**src/rtl/pixel_pkg.sv**
```systemverilog
// Shared definitions for the pixel stream reader: frame geometry defaults,
// bytes per pixel and the reader state encoding.
package pixel_pkg;

   localparam int DEF_WIDTH  = 512;
   localparam int DEF_HEIGHT = 512;
   localparam int PIX_BYTES  = 3;
   localparam int FRAME_PIX  = DEF_WIDTH * DEF_HEIGHT;

   typedef enum logic [2:0] {
      IDLE,
      RD0,
      RD1,
      RD2,
      RD3,
      OUT,
      DONE
   } reader_state_t;

   function automatic int frame_pixels(input int w, input int h);
      return w * h;
   endfunction

endpackage

```
**src/rtl/pixel_stream_reader_if.sv**
```systemverilog
// Frame-memory read port plus RGB pixel valid/ready stream of the reader.
// Optional pix_eol is present when PIXEL_READER_EOL_EN is defined.
interface pixel_stream_reader_if #(
   parameter int ADDR_W = 20
);

   logic              mem_rd;
   logic [ADDR_W-1:0] mem_addr;
   logic [7:0]        mem_rdata;
   logic              pix_valid;
   logic              pix_ready;
   logic [7:0]        R;
   logic [7:0]        G;
   logic [7:0]        B;
   logic              pix_last;
`ifdef PIXEL_READER_EOL_EN
   logic              pix_eol;
`endif

   modport master (
      output mem_rd,
      output mem_addr,
      input  mem_rdata,
      output pix_valid,
      input  pix_ready,
      output R,
      output G,
      output B,
      output pix_last
`ifdef PIXEL_READER_EOL_EN
      , output pix_eol
`endif
   );

   modport slave (
      input  mem_rd,
      input  mem_addr,
      output mem_rdata,
      input  pix_valid,
      output pix_ready,
      input  R,
      input  G,
      input  B,
      input  pix_last
`ifdef PIXEL_READER_EOL_EN
      , input pix_eol
`endif
   );

endinterface

```
**src/rtl/pixel_pos_counter.sv**
```systemverilog
// Pixel index (and optional column) tracker for the reader; the column
// counter exists only when PIXEL_READER_EOL_EN is defined.
module pixel_pos_counter
   import pixel_pkg::*;
#(
   parameter int WIDTH  = DEF_WIDTH,
   parameter int HEIGHT = DEF_HEIGHT,
   parameter int CNT_W  = 18
) (
   input  logic             clk,
   input  logic             rst,
   input  logic             clear,
   input  logic             incr,
   output logic [CNT_W-1:0] idx,
   output logic             last
`ifdef PIXEL_READER_EOL_EN
   , output logic           eol
`endif
);

   localparam int FRAME = frame_pixels(WIDTH, HEIGHT);

   assign last = (idx == CNT_W'(FRAME - 1));

   // idx parks on the final pixel so it never leaves the frame.
   always_ff @(posedge clk) begin
      if (!rst) begin
         idx <= '0;
      end else if (clear) begin
         idx <= '0;
      end else if (incr && !last) begin
         idx <= idx + CNT_W'(1);
      end
   end

`ifdef PIXEL_READER_EOL_EN
   localparam int COL_W = (WIDTH > 1) ? $clog2(WIDTH) : 1;

   logic [COL_W-1:0] col;

   assign eol = (col == COL_W'(WIDTH - 1));

   always_ff @(posedge clk) begin
      if (!rst) begin
         col <= '0;
      end else if (clear) begin
         col <= '0;
      end else if (incr) begin
         col <= eol ? '0 : col + COL_W'(1);
      end
   end
`endif

endmodule

```
**src/rtl/pixel_stream_reader.sv**
```systemverilog
// Streams one RGB frame from a byte-wide synchronous-read memory onto a
// valid/ready pixel interface. PIXEL_READER_EOL_EN adds the pix_eol flag.
module pixel_stream_reader
   import pixel_pkg::*;
#(
   parameter int WIDTH  = DEF_WIDTH,
   parameter int HEIGHT = DEF_HEIGHT,
   parameter int ADDR_W = 20,
   parameter int CNT_W  = 18
) (
   input  logic                  clk,
   input  logic                  rst,
   input  logic                  start,
   output logic                  busy,
   output logic                  frame_done,
   output logic [CNT_W-1:0]      pix_count,
   pixel_stream_reader_if.master bus
);

   localparam int FRAME   = frame_pixels(WIDTH, HEIGHT);
   // A full frame of FRAME == 2**CNT_W pixels cannot be represented; the count clamps to all-ones.
   localparam int CNT_CAP = (FRAME > (2 ** CNT_W) - 1) ? (2 ** CNT_W) - 1 : FRAME;
   localparam logic [CNT_W-1:0] CNT_MAX = CNT_W'(CNT_CAP);

   reader_state_t     state, state_nx;
   logic [ADDR_W-1:0] ptr, ptr_nx;
   logic [7:0]        r_sh, r_sh_nx, g_sh, g_sh_nx;
   logic [7:0]        r_q, r_nx, g_q, g_nx, b_q, b_nx;
   logic              last_q, last_nx;
   logic              valid_q, valid_nx;
   logic              rd_q, rd_nx;
   logic [ADDR_W-1:0] addr_q, addr_nx;
   logic              busy_q, busy_nx;
   logic              done_q, done_nx;
   logic [CNT_W-1:0]  count_q, count_nx;
   logic              pos_clear, pos_incr, pos_last;
   logic [CNT_W-1:0]  pos_idx;
   logic              handshake;
`ifdef PIXEL_READER_EOL_EN
   logic              eol_q, eol_nx, pos_eol;
`endif

   pixel_pos_counter #(
      .WIDTH (WIDTH),
      .HEIGHT(HEIGHT),
      .CNT_W (CNT_W)
   ) u_pos (
      .clk  (clk),
      .rst  (rst),
      .clear(pos_clear),
      .incr (pos_incr),
      .idx  (pos_idx),
      .last (pos_last)
`ifdef PIXEL_READER_EOL_EN
      , .eol(pos_eol)
`endif
   );

   assign handshake = valid_q & bus.pix_ready;

   // NOTE: every variable gets a default before the case so no path leaves it unassigned (no latch).
   always_comb begin
      state_nx  = state;
      ptr_nx    = ptr;
      r_sh_nx   = r_sh;
      g_sh_nx   = g_sh;
      r_nx      = r_q;
      g_nx      = g_q;
      b_nx      = b_q;
      last_nx   = last_q;
      count_nx  = count_q;
      pos_clear = 1'b0;
      pos_incr  = 1'b0;
`ifdef PIXEL_READER_EOL_EN
      eol_nx    = eol_q;
`endif

      case (state)
         IDLE: begin
            if (start) begin
               ptr_nx    = '0;
               count_nx  = '0;
               pos_clear = 1'b1;
               state_nx  = RD0;
            end
         end
         RD0: state_nx = RD1;
         RD1: begin
            r_sh_nx  = bus.mem_rdata;
            state_nx = RD2;
         end
         RD2: begin
            g_sh_nx  = bus.mem_rdata;
            state_nx = RD3;
         end
         RD3: begin
            r_nx     = r_sh;
            g_nx     = g_sh;
            b_nx     = bus.mem_rdata;
            last_nx  = pos_last;
`ifdef PIXEL_READER_EOL_EN
            eol_nx   = pos_eol;
`endif
            state_nx = OUT;
         end
         OUT: begin
            if (handshake) begin
               pos_incr = 1'b1;
               count_nx = (count_q == CNT_MAX) ? count_q : count_q + CNT_W'(1);
               last_nx  = 1'b0;
`ifdef PIXEL_READER_EOL_EN
               eol_nx   = 1'b0;
`endif
               // The pointer stays on the final pixel so it never passes the frame end.
               if (last_q) begin
                  state_nx = DONE;
               end else begin
                  ptr_nx   = ptr + ADDR_W'(PIX_BYTES);
                  state_nx = RD0;
               end
            end
         end
         DONE:    state_nx = IDLE;
         default: state_nx = IDLE;
      endcase

      // Registered outputs are derived from the state being entered.
      rd_nx    = (state_nx == RD0) || (state_nx == RD1) || (state_nx == RD2);
      valid_nx = (state_nx == OUT);
      busy_nx  = (state_nx != IDLE);
      done_nx  = (state_nx == DONE);
      case (state_nx)
         RD0:     addr_nx = ptr_nx;
         RD1:     addr_nx = ptr_nx + ADDR_W'(1);
         RD2:     addr_nx = ptr_nx + ADDR_W'(2);
         default: addr_nx = addr_q;
      endcase
   end

   // NOTE: reset is synchronous here: rst is only looked at inside the clocked block.
   always_ff @(posedge clk) begin
      if (!rst) begin
         state   <= IDLE;
         ptr     <= '0;
         r_sh    <= '0;
         g_sh    <= '0;
         r_q     <= '0;
         g_q     <= '0;
         b_q     <= '0;
         last_q  <= 1'b0;
         valid_q <= 1'b0;
         rd_q    <= 1'b0;
         addr_q  <= '0;
         busy_q  <= 1'b0;
         done_q  <= 1'b0;
         count_q <= '0;
`ifdef PIXEL_READER_EOL_EN
         eol_q   <= 1'b0;
`endif
      end else begin
         // NOTE: non-blocking so every register samples the pre-edge values.
         state   <= state_nx;
         ptr     <= ptr_nx;
         r_sh    <= r_sh_nx;
         g_sh    <= g_sh_nx;
         r_q     <= r_nx;
         g_q     <= g_nx;
         b_q     <= b_nx;
         last_q  <= last_nx;
         valid_q <= valid_nx;
         rd_q    <= rd_nx;
         addr_q  <= addr_nx;
         busy_q  <= busy_nx;
         done_q  <= done_nx;
         count_q <= count_nx;
`ifdef PIXEL_READER_EOL_EN
         eol_q   <= eol_nx;
`endif
      end
   end

   assign busy          = busy_q;
   assign frame_done    = done_q;
   assign pix_count     = count_q;
   assign bus.mem_rd    = rd_q;
   assign bus.mem_addr  = addr_q;
   assign bus.pix_valid = valid_q;
   assign bus.R         = r_q;
   assign bus.G         = g_q;
   assign bus.B         = b_q;
   assign bus.pix_last  = last_q;
`ifdef PIXEL_READER_EOL_EN
   assign bus.pix_eol   = eol_q;
`endif

endmodule

```
**src/flat_wrapper.sv**
```systemverilog
// flat-port wrapper written by rule: the top's interface ports become plain ports
module pixel_stream_reader_flat import pixel_pkg::*;
#(
   parameter int WIDTH  = DEF_WIDTH,
   parameter int HEIGHT = DEF_HEIGHT,
   parameter int ADDR_W = 20,
   parameter int CNT_W  = 18
)
  (clk, rst, start, busy, frame_done, pix_count, bus_mem_rd, bus_mem_addr, bus_mem_rdata, bus_pix_valid, bus_pix_ready, bus_R, bus_G, bus_B, bus_pix_last);
  pixel_stream_reader_if #(.ADDR_W(ADDR_W)) bus_i ();
  input  logic clk;
  input  logic rst;
  input  logic start;
  output logic busy;
  output logic frame_done;
  output logic [CNT_W-1:0] pix_count;
  output wire logic [$bits(bus_i.mem_rd)-1:0] bus_mem_rd;
  output wire logic [$bits(bus_i.mem_addr)-1:0] bus_mem_addr;
  input wire logic [$bits(bus_i.mem_rdata)-1:0] bus_mem_rdata;
  output wire logic [$bits(bus_i.pix_valid)-1:0] bus_pix_valid;
  input wire logic [$bits(bus_i.pix_ready)-1:0] bus_pix_ready;
  output wire logic [$bits(bus_i.R)-1:0] bus_R;
  output wire logic [$bits(bus_i.G)-1:0] bus_G;
  output wire logic [$bits(bus_i.B)-1:0] bus_B;
  output wire logic [$bits(bus_i.pix_last)-1:0] bus_pix_last;
  assign bus_mem_rd = bus_i.mem_rd;
  assign bus_mem_addr = bus_i.mem_addr;
  assign bus_i.mem_rdata = bus_mem_rdata;
  assign bus_pix_valid = bus_i.pix_valid;
  assign bus_i.pix_ready = bus_pix_ready;
  assign bus_R = bus_i.R;
  assign bus_G = bus_i.G;
  assign bus_B = bus_i.B;
  assign bus_pix_last = bus_i.pix_last;
  pixel_stream_reader #(.WIDTH(WIDTH), .HEIGHT(HEIGHT), .ADDR_W(ADDR_W), .CNT_W(CNT_W)) u_core (.clk(clk), .rst(rst), .start(start), .busy(busy), .frame_done(frame_done), .pix_count(pix_count), .bus(bus_i));
endmodule
```
**config.mk**
```make
export PLATFORM = sky130hd
export DESIGN_NAME = pixel_stream_reader_flat
export DESIGN_NICKNAME = d
export VERILOG_FILES = /design/src/rtl/pixel_pkg.sv /design/src/rtl/pixel_stream_reader_if.sv /design/src/rtl/pixel_pos_counter.sv /design/src/rtl/pixel_stream_reader.sv /design/src/flat_wrapper.sv
export SDC_FILE = /design/constraint.sdc
export NUM_CORES = 1
export LEC_CHECK = 0
export BUFFER_PORTS_ARGS = -buffer_cell sky130_fd_sc_hd__buf_2
export CAP_MARGIN = 5
export CORE_UTILIZATION = 40
export CTS_BUF_LIST = sky130_fd_sc_hd__clkbuf_2 sky130_fd_sc_hd__clkbuf_4 sky130_fd_sc_hd__clkbuf_8
export CTS_CLUSTER_SIZE = 20
export DETAILED_ROUTE_END_ITERATION = 12
export REMOVE_ABC_BUFFERS = 1
export SYNTH_ARGS = -nofsm -noshare
export SYNTH_HDL_FRONTEND = slang
export SYNTH_SLANG_ARGS = --single-unit
```
**constraint.sdc**
```tcl
create_clock -name clk -period 4.5 [get_ports clk]
set_clock_uncertainty 0.15 [all_clocks]
set_input_delay 0.9 -clock clk [delete_from_list [all_inputs] [get_ports clk]]
set_output_delay 0.9 -clock clk [all_outputs]
set_load 0.01 [all_outputs]
```
# After elaboration in Yosys (flattened, before gate mapping)

Index checks and enable logic that the tools add are counted.

$add $sub $neg: 5
Eq/ne operators: 15
Multiplexer cells: 19
Bitwise operators: 2
Reduce and logical (&&, ||, !) cells: 12

Operators by type and width:

| kind                                                            | number |
|---|---|
| 20-bit 2-to-1 mux                                               | 3 |
| 20-bit case mux with 3 select lines                             | 1 |
| 18-bit 2-to-1 mux                                               | 3 |
| 20-bit by 2-bit adder with 20-bit output, second input constant | 2 |
| 20-bit case mux with 2 select lines                             | 1 |
| 18-bit by 1-bit adder with 18-bit output, second input constant | 2 |
| 18-bit == test, second input constant                           | 2 |
| 18-bit case mux with 2 select lines                             | 1 |
| 20-bit by 1-bit adder with 20-bit output, second input constant | 1 |
| 3-bit case mux with 6 select lines                              | 1 |
| 3-bit by 2-bit == test with 1-bit output, second input constant | 4 |
| 3-bit == test, second input constant                            | 4 |
| 3-bit 2-to-1 mux                                                | 3 |
| 3-bit by 1-bit == test with 1-bit output, second input constant | 2 |
| 3-bit nonzero test                                              | 2 |
| 1-bit 2-to-1 mux                                                | 5 |
| 2-bit != test, second input constant                            | 2 |
| 4-bit AND reduction                                             | 1 |
| 2-bit nonzero test                                              | 2 |
| 3-bit zero test                                                 | 1 |
| 1-bit logical OR                                                | 2 |
| 2-bit by 1-bit != test with 1-bit output, second input constant | 1 |
| 1-bit case mux with 2 select lines                              | 1 |
| 2-bit AND reduction                                             | 1 |
| 5 further kinds                                                 | 5 |

Register bits: 124
Input bits: 12
Output and inout bits: 67
Word-level logic and storage cells: 68

# Logic depth before layout (Yosys ltp)

Gate-level depths: netlist of the first run.

Word-level depth: 6
Depth in mapped cells: 12
Depth with buffers taken out: 11

# Cells and area by module

A second synthesis of the first run with hierarchy kept.

Cells, all modules: 766
Area total of the unflattened synthesis: 6112.1 µm²

By module, submodules not included:

| module              | instances | cells each | area each (µm²) | seq. area each (µm²) |
|---|---|---|---|---|
| pixel_stream_reader | 1         | 643        | 5042.3          | 2122.0 |
| pixel_pos_counter   | 1         | 123        | 1069.8          | 360.3 |

# Worst setup path before layout of the first run

No wires, ideal clock.

Kind: input to register
Start point: input port bus_pix_ready
End point: register u_core.addr_q[18] (netlist: u_core.bus.mem_addr[18])
Library setup time: 0.079 ns
Arrival: 3.289 ns
Required time: 4.271 ns
Path slack: 0.982 ns
Cell stages on the path: 8
Path buffers: 0
Cell sequence: nand3b_1 > nor4_2 > mux2_2 > or4_4 > nor4_4 > nand2b_1 > or4_1 > o211ai_1

Word-level cells in the longest chain between the ends: 5
Elaborated cells on any way between the ends: 12
Those cells by class: add/sub: 2; eq/ne: 3; mux: 5; bitwise: 1; reduce/logical: 1

Ends and longest elaborated chain:

| element                                                                                          | line                       | text |
|---|---|---|
| start: declaration                                                                               | flat_wrapper.sv:21         | `input wire logic [$bits(bus_i.pix_ready)-1:0] bus_pix_ready;` |
| 1-bit AND (*)                                                                                    | pixel_stream_reader.sv:59  | `assign handshake = valid_q & bus.pix_ready;` |
| 20-bit 2-to-1 mux / 3-bit 2-to-1 mux (equally long branches)                                     | pixel_stream_reader.sv:107 | `if (handshake) begin` |
| 20-bit case mux with 2 select lines / 3-bit case mux with 6 select lines (equally long branches) | pixel_stream_reader.sv:78  | `case (state)` |
| 20-bit by 2-bit adder with 20-bit output, or another cell as far along                           | pixel_stream_reader.sv:135 | `RD2: addr_nx = ptr_nx + ADDR_W'(2);` |
| 20-bit case mux with 3 select lines / 3-bit nonzero test (equally long branches)                 | --                         |  |
| end signal: assignment                                                                           | pixel_stream_reader.sv:172 | `addr_q <= addr_nx;` |
| end: declaration                                                                                 | pixel_stream_reader.sv:32  | `logic [ADDR_W-1:0] addr_q, addr_nx;` |

Mark *: on every way between the ends. The rest lies on a longest branch, timed or not.
A chain may end at the register's enable or synchronous reset.

# Worst setup path in the final report of the first run

Start point: register u_core.state[0]
End point: register u_core.addr_q[7] (netlist: u_core.bus.mem_addr[7])

Word-level cells in the longest chain between the ends: 4
Elaborated cells on any way between the ends: 17
Those cells by class: add/sub: 2; eq/ne: 8; mux: 5; reduce/logical: 2

Ends and longest elaborated chain:

| element                                                                                                     | line                                                   | text |
|---|---|---|
| start: declaration                                                                                          | pixel_stream_reader.sv:25                              | `reader_state_t state, state_nx;` |
| start signal: assignment                                                                                    | pixel_stream_reader.sv:162                             | `state <= state_nx;` |
| 3-bit == test / 3-bit zero test (equally long branches)                                                     | pixel_stream_reader.sv:78                              |  |
| 20-bit case mux with 2 select lines (*)                                                                     | pixel_stream_reader.sv:78                              |  |
| net u_core.ptr_nx[2]                                                                                        | pixel_stream_reader.sv:26                              | `logic [ADDR_W-1:0] ptr, ptr_nx;` |
| 20-bit by 2-bit adder with 20-bit output / 20-bit by 1-bit adder with 20-bit output (equally long branches) | pixel_stream_reader.sv:135, pixel_stream_reader.sv:134 |  |
| 20-bit case mux with 3 select lines (*)                                                                     | pixel_stream_reader.sv:132                             | `case (state_nx)` |

The timed path passes the listed nets; every way through them passes the cells marked *.

==> out/results.ini, run 1 <==
[run_status]
status = completed

[detailed_routing]
via_count = 5494
wl_per_cell_um = 16.24
drtPass1Iterations = 5
wirelength_um = 16010
met1_length_um = 7257
vias_per_cell = 5.572
topRoutingLayerUsed = met4
wl_met3_um = 1105
drtIter0Drc = 353
drc_errors = 0
wl_met2_um = 7381
drt.antenna.violating_nets = 0

[yosys]
synth.distinct_cells = 67
syn_area_mm2 = 0.005862
syn_inst = 722
synthArstFlopShare_pct = 0
synth_edf_count = 0
synth.yosys.seq_area_share_pct = 42.35
ys_ff_latch = 124
synth_ff_type = dfxtp_1
syn_area_per_cell_um2 = 8.119
yosysWarningCount = 0

[timing]
slew_headroom_pct = 36.72
holdWs_ns = 0.3010
layout_setup_ws_ns = 0.3869
setup_viol = 0
worstMarginPinSlew_ns = 0.9344
slew_violations = 0
fin_crit_sh_pct = 91.40
hold_viol_final = 0
rsz0062_at_grt = false
fin_crit_ns = 4.113
fin_tns_setup_ns = 0
fmax_mhz = 243.1

[clock_network]
clk_latency_ns = 0.45
postCtsHoldBufs = 0
clock_sinks = 124
cts_resized = 0
cts_made_buffers = 17
cts_tree = done
postCtsSetupBuffers = 0
clockBufferDepth = 2
cts-root-buf = clkbuf_8
htreeDepth = 4
path_clk_slew_ns = 0.07

[setup_path]
cp-end-kind = flop
reg2reg_from = u_core.state[0]$_SDFF_PN0_
crit_end = u_core.bus.mem_addr[7]$_SDFFE_PN0P_
r2r_slack_ns = 0.39
r2r-end = u_core.bus.mem_addr[7]$_SDFFE_PN0P_
start_kind = flop
worst_path_largest_cell_delay_ns = 0.79
required_ns = 4.74
cpMaxStageDelayCell = o311ai_1
worstPathArrival_ns = 4.35
worstPathCellList = and3b_2 -> nand2_1 -> o311ai_1 -> ha_1 -> o21ai_0 -> nor4_1 -> nand3_1 -> o21ai_0 -> a21oi_1 -> a21oi_1
critPathLaunch = u_core.state[0]$_SDFF_PN0_
worst-setup-path-type = flop to flop
worstRegToRegCells = 10
critPathMaxFanout = 16

[layout]
num-nets-final = 810
drive_above_1_share_pct = 17.62
final_common_cell = dfxtp_1
stdcell_area_mm2 = 0.006823
final_util_pct = 48.40
diodes = 0
fin_cells = 986
syn2layout_area_growth_pct = 16.39
final_cell_mix = 124 x dfxtp_1, 116 x nand2_1, 79 x nor2_1
fillers = 1451

[floorplan]
die_area_mm2 = 0.01514
start_util_pct = 41.59
die_w_um = 123.1
die_h_um = 123.1
fp-row-count = 43
coreArea_mm2 = 0.01410
boundaryPins = 79

[placement]
gp_congestion = 0.9122
hpwlAfterDp_um = 11080
pre_cts_slack_ns = 0.3267
postPlaceCellArea_mm2 = 0.006420
io_buffers = 78
placed_cells = 954

[flow_run]
cap_violations = 0

[power_and_ir_drop]
power_mw = 2.340
power_density_mw_per_mm2 = 343.0
peakVddDrop_v = 0.0001654
p_leak_nw = 2.675

[worst_hold_path]
hold_path_class = flop to flop

[global_routing]
antenna_found_initial = 0
grt.total_usage_pct = 22.04
grt_overflow = 0
grt_start_max_net_pins = 37
grt_pass1_vias = 5050
grt_pass1_wl_um = 25760

==> how the worst min path moves through the flow <==
| stage | start | cells past startpoint | end | slack (ns) |
|---|---|---|---|---|
| after global routing | u_core.r_sh[5]$_SDFFE_PN0P_ | 2 | u_core.bus.R[5]$_SDFFE_PN0P_ | 0.32 |
| after detailed placement | u_core.bus.R[6]$_SDFFE_PN0P_ | 2 | u_core.bus.R[6]$_SDFFE_PN0P_ | 0.29 |
| final | u_core.bus.mem_addr[9]$_SDFFE_PN0P_ | 2 | u_core.bus.mem_addr[9]$_SDFFE_PN0P_ | 0.30 |
| after floorplan | u_core.g_sh[0]$_SDFFE_PN0N_ | 2 | u_core.bus.G[0]$_SDFFE_PN0P_ | 0.28 |
| after global placement | u_core.g_sh[2]$_SDFFE_PN0N_ | 2 | u_core.bus.G[2]$_SDFFE_PN0P_ | 0.29 |
| after CTS | u_core.r_sh[5]$_SDFFE_PN0P_ | 2 | u_core.bus.R[5]$_SDFFE_PN0P_ | 0.30 |
==> cells in the mapped netlist, drive strengths merged (3+ instances only) <==
cell	count	area (um2)
dfxtp	124	2482
nand2	116	435.4
nor2	79	296.5
a21oi	59	295.3
nand3	38	190.2
clkbuf	32	120.1
o21ai	25	125.1
xor2	23	201.4
nand4	18	112.6
and3	16	100.1
mux2i	16	160.2
xnor2	16	140.1
nor4	15	121.4
nor3	14	75.07
and2	13	81.33
inv	11	41.29
or3	11	68.82
a31oi	7	43.79
and4	7	61.31
buf	7	45.04
o211ai	7	52.55
ha	5	62.56
nand3b	5	41.29
mux2	4	48.79
nand2b	4	25.02
o31a	4	35.03
o21a	3	22.52
or4	3	26.27
==> metal layers <==
layer | global-route usage (%) | up-vias
met5 | 0 | -
met4 | 8.133 | 0
met3 | 5.489 | 21
met2 | 34.87 | 179
met1 | 28.96 | 2597
li1 | - | 2697
==> power by group <==
| group | leakage (nW) | internal [mW] | switching [mW] |
|---|---|---|---|
| sequential | 1.00 | 1.12 | 0.0200 |
| combinational | 1.48 | 0.0593 | 0.143 |
| clock | 0.197 | 0.523 | 0.472 |
| total | 2.68 | 1.71 | 0.635 |
==> logic make-up (layout without fill, tap and decap cells) <==
| kind of cell | Yosys count | after routing | synth area share, % |
|---|---|---|---|
| DFF | 124 | 124 | 42.35 |
| AOI/OAI and AO/OA | 133 | 133 | 14.07 |
| xor gates and xnor gates | 39 | 39 | 5.827 |
| muxes | 20 | 20 | 3.564 |
| and+or+nand+nor | 351 | 351 | 29.61 |
| adders and majority gates | 5 | 5 | 1.067 |
| buffers and inverters | 50 | 134 | 3.522 |
==> registers in the layout, summed over array words and instances, names as in the netlist <==
name and flops:
u_core.bus.mem_addr 20, u_core.ptr 20, u_core.pix_count 18, u_core.u_pos.idx 18
u_core.bus.B 8, u_core.bus.G 8, u_core.bus.R 8, u_core.g_sh 8
u_core.r_sh 8, u_core.state 3, u_core.bus.mem_rd 1, u_core.bus.pix_last 1
u_core.bus.pix_valid 1, u_core.busy 1, u_core.frame_done 1
==> worst max-delay path, delay by kind of cell (launching register included) <==
family / cells / cell delay (ns)
simple gates: 4 / 1.42
fa+ha+maj: 1 / 0.37
compound gates: 5 / 1.44
flops: 1 / 0.66
==> final cells by class <==
class | count | area (um2) | share of cell area, %
flip-flops and latches | 124 | 2482 | 36.38
clock inverters | 12 | 140.1 | 2.054
inverters | 11 | 41.29 | 0.6052
multi-input cells | 548 | 3183 | 46.65
clock buffers | 20 | 262.8 | 3.851
well taps | 180 | 225.2 | 3.301
repair buffers | 91 | 488.0 | 7.152
Note: power is estimated with default switching activity, not from simulation.
==> inputs of run 2 (changes only) <==
Settings changed: CTS_BUF_LIST sky130_fd_sc_hd__clkbuf_2 sky130_fd_sc_hd__clkbuf_4 sky130_fd_sc_hd__clkbuf_8 to default.
==> out/results.ini, run 2 (synthesized netlist as in run 1, its figures left out) <==
[run_status]
status = completed

[timing]
fin_tns_setup_ns = 0  ; unchanged
slew_violations = 0  ; unchanged
fmax_mhz = 246.3  ; +1.3%
layout_setup_ws_ns = 0.4396  ; +0.05268 ns
slew_headroom_pct = 36.52  ; -0.20 points
hold_viol_final = 0  ; unchanged
fin_crit_sh_pct = 90.23  ; -1.2 points
fin_crit_ns = 4.060  ; -0.05268 ns
setup_viol = 0  ; unchanged
rsz0062_at_grt = false
worstMarginPinSlew_ns = 0.9373  ; +0.002926 ns

[clock_network]
postCtsSetupBuffers = 0  ; unchanged
cts_made_buffers = 17  ; unchanged
clockBufferDepth = 2  ; unchanged
htreeDepth = 4  ; unchanged
cts_tree = done
cts_resized = 0  ; unchanged
cts-root-buf = clkbuf_16
path_clk_slew_ns = 0.06  ; about the same
postCtsHoldBufs = 0  ; unchanged
clock_sinks = 124  ; unchanged
clk_latency_ns = 0.43  ; -0.02 ns

[setup_path]
r2r-end = u_core.bus.mem_addr[7]$_SDFFE_PN0P_
crit_end = u_core.bus.mem_addr[7]$_SDFFE_PN0P_
worstPathArrival_ns = 4.26  ; -0.09 ns
cp-end-kind = flop
required_ns = 4.70  ; -0.04 ns
critPathMaxFanout = 16  ; unchanged
worstRegToRegCells = 10  ; unchanged
start_kind = flop
critPathLaunch = u_core.state[0]$_SDFF_PN0_
worst-setup-path-type = flop to flop
reg2reg_from = u_core.state[0]$_SDFF_PN0_
r2r_slack_ns = 0.44  ; +0.05 ns

[layout]
fillers = 1418  ; -2.3%
syn2layout_area_growth_pct = 19.53
drive_above_1_share_pct = 17.37  ; -0.25 points
regArea_mm2 = 0.002482  ; unchanged
diodes = 0  ; unchanged
num-nets-final = 810  ; unchanged
final_common_cell = dfxtp_1
fin_cells = 986  ; unchanged
multi_input_area_mm2 = 0.003183  ; unchanged
final_cell_mix = 124 x dfxtp_1, 116 x nand2_1, 79 x nor2_1

[global_routing]
grt_pass1_vias = 5055  ; +0.099%
antenna_found_initial = 0  ; unchanged
grt_overflow = 0  ; unchanged
grt.total_usage_pct = 22.10  ; +0.067 points
grt_start_max_net_pins = 37  ; unchanged
grt_pass1_wl_um = 25890  ; +0.51%

[floorplan]
start_util_pct = 41.59  ; unchanged
boundaryPins = 79  ; unchanged
fp-row-count = 43  ; unchanged
die_w_um = 123.1  ; unchanged
coreArea_mm2 = 0.01410  ; unchanged
die_h_um = 123.1  ; unchanged
die_area_mm2 = 0.01514  ; unchanged

[power_and_ir_drop]
power_density_mw_per_mm2 = 385.7  ; +12%
power_mw = 2.702  ; +15%
p_leak_nw = 2.756  ; +3.0%
peakVddDrop_v = 0.0002322  ; +40%

[detailed_routing]
wirelength_um = 15990  ; -0.11%
drtPass1Iterations = 4  ; -1
drc_errors = 0  ; unchanged
drt.antenna.violating_nets = 0  ; unchanged
vias_per_cell = 5.558  ; -0.25%
via_count = 5480  ; -0.25%
wl_per_cell_um = 16.22  ; -0.11%
drtIter0Drc = 439  ; +24%

[placement]
io_buffers = 78  ; unchanged
gp_congestion = 0.9122  ; unchanged
hpwlAfterDp_um = 11080  ; unchanged
placed_cells = 954  ; unchanged
pre_cts_slack_ns = 0.3267  ; unchanged

[worst_hold_path]
hold_path_class = flop to flop

[flow_run]
cap_violations = 0  ; unchanged

run 2: cell counts in the layout (fill, tap and decap cells not counted):
No cell type changed its count.
run 2: power breakdown:
part | internal, mW | leakage (nW) | switching [mW] | total [mW]
clock | 0.834 | 0.277 | 0.522 | 1.36
combinational | 0.0593 | 1.48 | 0.143 | 0.203
sequential | 1.12 | 1.00 | 0.0198 | 1.14
total | 2.02 | 2.76 | 0.685 | 2.70
run 2: metrics by stage:
stage | instance area [um2] | utilization [%] | hold WS, ns
4_1_cts | 7007 | 49.71 | 0.3013
3_3_place_gp | 6420 | 45.54 | 0.2867
5_1_grt | 7007 | 49.71 | 0.3155
6_report | 7007 | 49.71 | 0.2989
2_1_floorplan | 5697 | - | 0.2815
3_5_place_dp | 6420 | 45.54 | 0.2934
run 2: worst min-delay path by stage:
| stage | startpoint | end | depth (start not counted) |
|---|---|---|---|
| 4_1_cts | u_core.bus.R[6]$_SDFFE_PN0P_ | u_core.bus.R[6]$_SDFFE_PN0P_ | 2 |
| 3_5_place_dp | u_core.bus.R[6]$_SDFFE_PN0P_ | u_core.bus.R[6]$_SDFFE_PN0P_ | 2 |
| 2_1_floorplan | u_core.g_sh[0]$_SDFFE_PN0N_ | u_core.bus.G[0]$_SDFFE_PN0P_ | 2 |
| 3_3_place_gp | u_core.g_sh[2]$_SDFFE_PN0N_ | u_core.bus.G[2]$_SDFFE_PN0P_ | 2 |
| 6_report | u_core.bus.mem_addr[9]$_SDFFE_PN0P_ | u_core.bus.mem_addr[9]$_SDFFE_PN0P_ | 2 |
| 5_1_grt | u_core.r_sh[5]$_SDFFE_PN0P_ | u_core.bus.R[5]$_SDFFE_PN0P_ | 2 |
run 2: critical path: stages (launching register included):
cell and delay [ns]:
dfxtp_1 0.65, and3b_2 0.49, nand2_1 0.12, o311ai_1 0.79, ha_1 0.37, o21ai_0 0.24, nor4_1 0.64, nand3_1 0.14
o21ai_0 0.14, a21oi_1 0.11, a21oi_1 0.17
run 2: routing by layer:
layer	up-vias	part of all wire (%)	track usage, %
li1	2696	-	-
met3	24	6.8	5.397
met1	2590	46	29.09
met2	170	45	34.76
met4	0	1.7	8.660
met5	-	0	0
run 2: cell type report:
type	count	share of cell area [%]
Multi-Input combinational cell	548	45.43
Sequential cell	124	35.43
Timing Repair Buffer	91	6.964
Clock buffer	20	6.375
Tap cell	180	3.214
Clock inverter	12	2.000
Inverter	11	0.5893
==> inputs of run 3 (changes only) <==
Settings changed: ABC_AREA from default to 1, REMOVE_ABC_BUFFERS 1 to default.
==> out/results.ini, run 3 <==
[clock_network]
cts-root-buf = clkbuf_16
clk_latency_ns = 0.42  ; about the same
clock_sinks = 124  ; unchanged
path_clk_slew_ns = 0.06  ; about the same
cts_tree = done
htreeDepth = 4  ; unchanged
postCtsHoldBufs = 0  ; unchanged
clockBufferDepth = 2  ; unchanged
cts_resized = 0  ; unchanged
cts_made_buffers = 17  ; unchanged
postCtsSetupBuffers = 0  ; unchanged

[yosys]
synth.area.top_cells = dfxtp_1 39%, nand2_1 9.4%, nor2_1 8.2%
yosys.area.top_type = dfxtp_1
syn_inst = 926  ; +28%
synth_edf_count = 0  ; unchanged
synth_simple_gate_area_share_pct = 34.14  ; +4.5 points
synth.distinct_cells = 44  ; -34%
synth_ff_type = dfxtp_1
yosys.area_share.xor_xnor_pct = 0.9669  ; -4.9 points
ys_ff_latch = 124  ; unchanged
synthAdderAreaFrac_pct = 0.9866  ; -0.081 points
syn_nets = 943
syn_area_per_cell_um2 = 6.848  ; -16%
muxShareOfSynthArea_pct = 0  ; -3.6 points
yosys.area.top_type_share_pct = 39.15  ; -3.2 points
synth_commonest_cells = 159 x nand2_1, 139 x nor2_1, 124 x dfxtp_1
synth.yosys.seq_area_share_pct = 39.15  ; -3.2 points
synthArstFlopShare_pct = 0  ; unchanged
synth-compound-area-share_pct = 15.73  ; +1.7 points
synth_top_family_by_area = simple AND/OR/NAND/NOR gates
yosysWarningCount = 0  ; unchanged
yosysMostFrequentCell = nand2_1
syn_area_mm2 = 0.006341  ; +8.2%

[layout]
final_common_cell = nand2_1
fillers = 1587  ; +12%
fin_cells = 1226  ; +24%
syn2layout_area_growth_pct = 18.51
diodes = 0  ; unchanged
drive_above_1_share_pct = 18.72  ; +1.3 points
num-nets-final = 1019  ; +26%
final_cell_mix = 159 x nand2_1, 138 x nor2_1, 124 x dfxtp_1

[power_and_ir_drop]
seqPwrFrac_pct = 39.8  ; -2.5 points
power_density_mw_per_mm2 = 406.2  ; +5.3%
power.switching_mw = 0.8939  ; +31%
switching_share_pct = 29.28  ; +3.9 points
internal_power_mw = 2.159  ; +7.0%
pwr-share-comb_pct = 14.0  ; +6.5 points
peakVddDrop_v = 0.0003075  ; +32%
power_mw = 3.053  ; +13%
clkPwrFrac_pct = 46.3  ; -3.9 points
p_leak_nw = 3.216  ; +17%

[setup_path]
critPathLaunch = u_core.state[0]$_SDFF_PN0_
critPathMaxFanout = 23  ; +7
worst-setup-path-type = flop to flop
required_ns = 4.66  ; -0.04 ns
start_kind = flop
reg2reg_from = u_core.state[0]$_SDFF_PN0_
cp-end-kind = flop
worstPathArrival_ns = 3.20  ; -1.06 ns

[floorplan]
die_w_um = 127.9  ; +3.9%
die_h_um = 127.9  ; +3.9%
coreArea_mm2 = 0.01531  ; +8.6%
boundaryPins = 79  ; unchanged
start_util_pct = 41.41  ; -0.18 points
die_area_mm2 = 0.01636  ; +8.0%
fp-row-count = 45  ; +4.7%

[placement]
gp_congestion = 0.8913  ; -2.3%
placed_cells = 1194  ; +25%
pre_cts_slack_ns = 1.194  ; +0.8671 ns
io_buffers = 78  ; unchanged
hpwlAfterDp_um = 11850  ; +7.0%

[timing]
slew_violations = 0  ; unchanged
fin_crit_ns = 3.037  ; -1.024 ns
slew_headroom_pct = 43.49  ; +7.0 points
fin_tns_setup_ns = 0  ; unchanged
fmax_mhz = 329.3  ; +34%
layout_setup_ws_ns = 1.463  ; +1.024 ns
holdWs_ns = 0.3093  ; +0.01046 ns
fin_crit_sh_pct = 67.48  ; -23 points
worstMarginPinSlew_ns = 0.8425  ; -0.09480 ns
rsz0062_at_grt = false
setup_viol = 0  ; unchanged
hold_viol_final = 0  ; unchanged

[worst_hold_path]
hp-start = u_core.r_sh[1]$_SDFFE_PN0P_
hold_path_class = flop to flop

[detailed_routing]
drt.antenna.violating_nets = 0  ; unchanged
wirelength_um = 16540  ; +3.4%
drtPass1Iterations = 5  ; +1
drc_errors = 0  ; unchanged
wl_per_cell_um = 13.49  ; -17%
via_count = 6119  ; +12%
vias_per_cell = 4.991  ; -10%
drtIter0Drc = 516  ; +18%

[global_routing]
grt_pass1_wl_um = 27330  ; +5.6%
grt_overflow = 0  ; unchanged
grt_start_max_net_pins = 63  ; +70%
grt_pass1_vias = 5446  ; +7.7%
antenna_found_initial = 0  ; unchanged
grt.total_usage_pct = 21.18  ; -0.92 points

[run_status]
status = completed

[flow_run]
cap_violations = 0  ; unchanged

run 3: cell count changes in the layout (fill, tap and decap cells not counted), moves of 17 or more:
cell,delta
inv_1,+83
o21ai_0,+69
nor2_1,+59
nand2_1,+43
nor2_2,+18
nand3_1,+17
run 3: final cells by class:
type / count / area [um2] / area share [%]
multi-input combinational: 661 / 3288 / 43.76
sequential: 124 / 2482 / 33.03
clock buffer: 18 / 439.2 / 5.844
timing repair buffer: 84 / 435.4 / 5.794
inverter: 114 / 434.2 / 5.778
tap: 211 / 264.0 / 3.513
clock inverter: 14 / 171.4 / 2.281
run 3: cell families (layout without fill, tap and decap cells):
family / count (synthesis) / count (layout)
compound gates: 190 / 190
xor+xnor: 7 / 7
fa+ha+maj: 5 / 5
buf+inv: 141 / 230
flops: 124 / 124
simple gates: 459 / 459
run 3: path summary, 6_finish.rpt:
kind                                     endpoint  slack [ns]  cells past startpoint
max          u_core.bus.mem_addr[13]$_SDFFE_PN0P_        1.46                     16
min                   u_core.r_sh[1]$_SDFFE_PN0P_        0.31                      2
max reg2reg  u_core.bus.mem_addr[13]$_SDFFE_PN0P_        1.46                     16
min reg2reg           u_core.r_sh[1]$_SDFFE_PN0P_        0.31                      2
run 3: worst max-delay path, stage by stage (launching register included):
cell and delay (ns):
dfxtp_1 0.53, nand3_4 0.23, inv_4 0.26, nand2_1 0.15, nand2_1 0.13, a21oi_1 0.12, inv_1 0.19, ha_1 0.28
nand3_4 0.15, nor2_4 0.14, nand3_2 0.07, nor2_2 0.13, nand2_1 0.09, nand3_1 0.07, nand2_1 0.05, o21bai_1 0.12
inv_1 0.05
run 3: power groups by stage:
stage | combinational (mW) | sequential, mW | clock (mW)
2_1_floorplan | 0.257 | 1.25 | 0
3_3_place_gp | 0.427 | 1.24 | 0
3_5_place_dp | 0.428 | 1.24 | 0
4_1_cts | 0.430 | 1.21 | 1.44
5_1_grt | 0.476 | 1.22 | 1.49
6_report | 0.426 | 1.21 | 1.41
run 3: per-layer routing:
metal	global-route usage, %	share of wire [%]	vias up
met3	5.801	5.8	8
met5	0	0	-
met4	5.398	0.68	0
met1	30.56	52	2739
li1	-	-	3206
met2	30.91	42	166
run 3: stage by stage:
step	instance area, um2	utilization, %
after floorplan	6341	-
after global placement	6904	45.08
after detailed placement	6904	45.08
after CTS	7515	49.07
after global routing	7515	49.07
final	7515	49.07
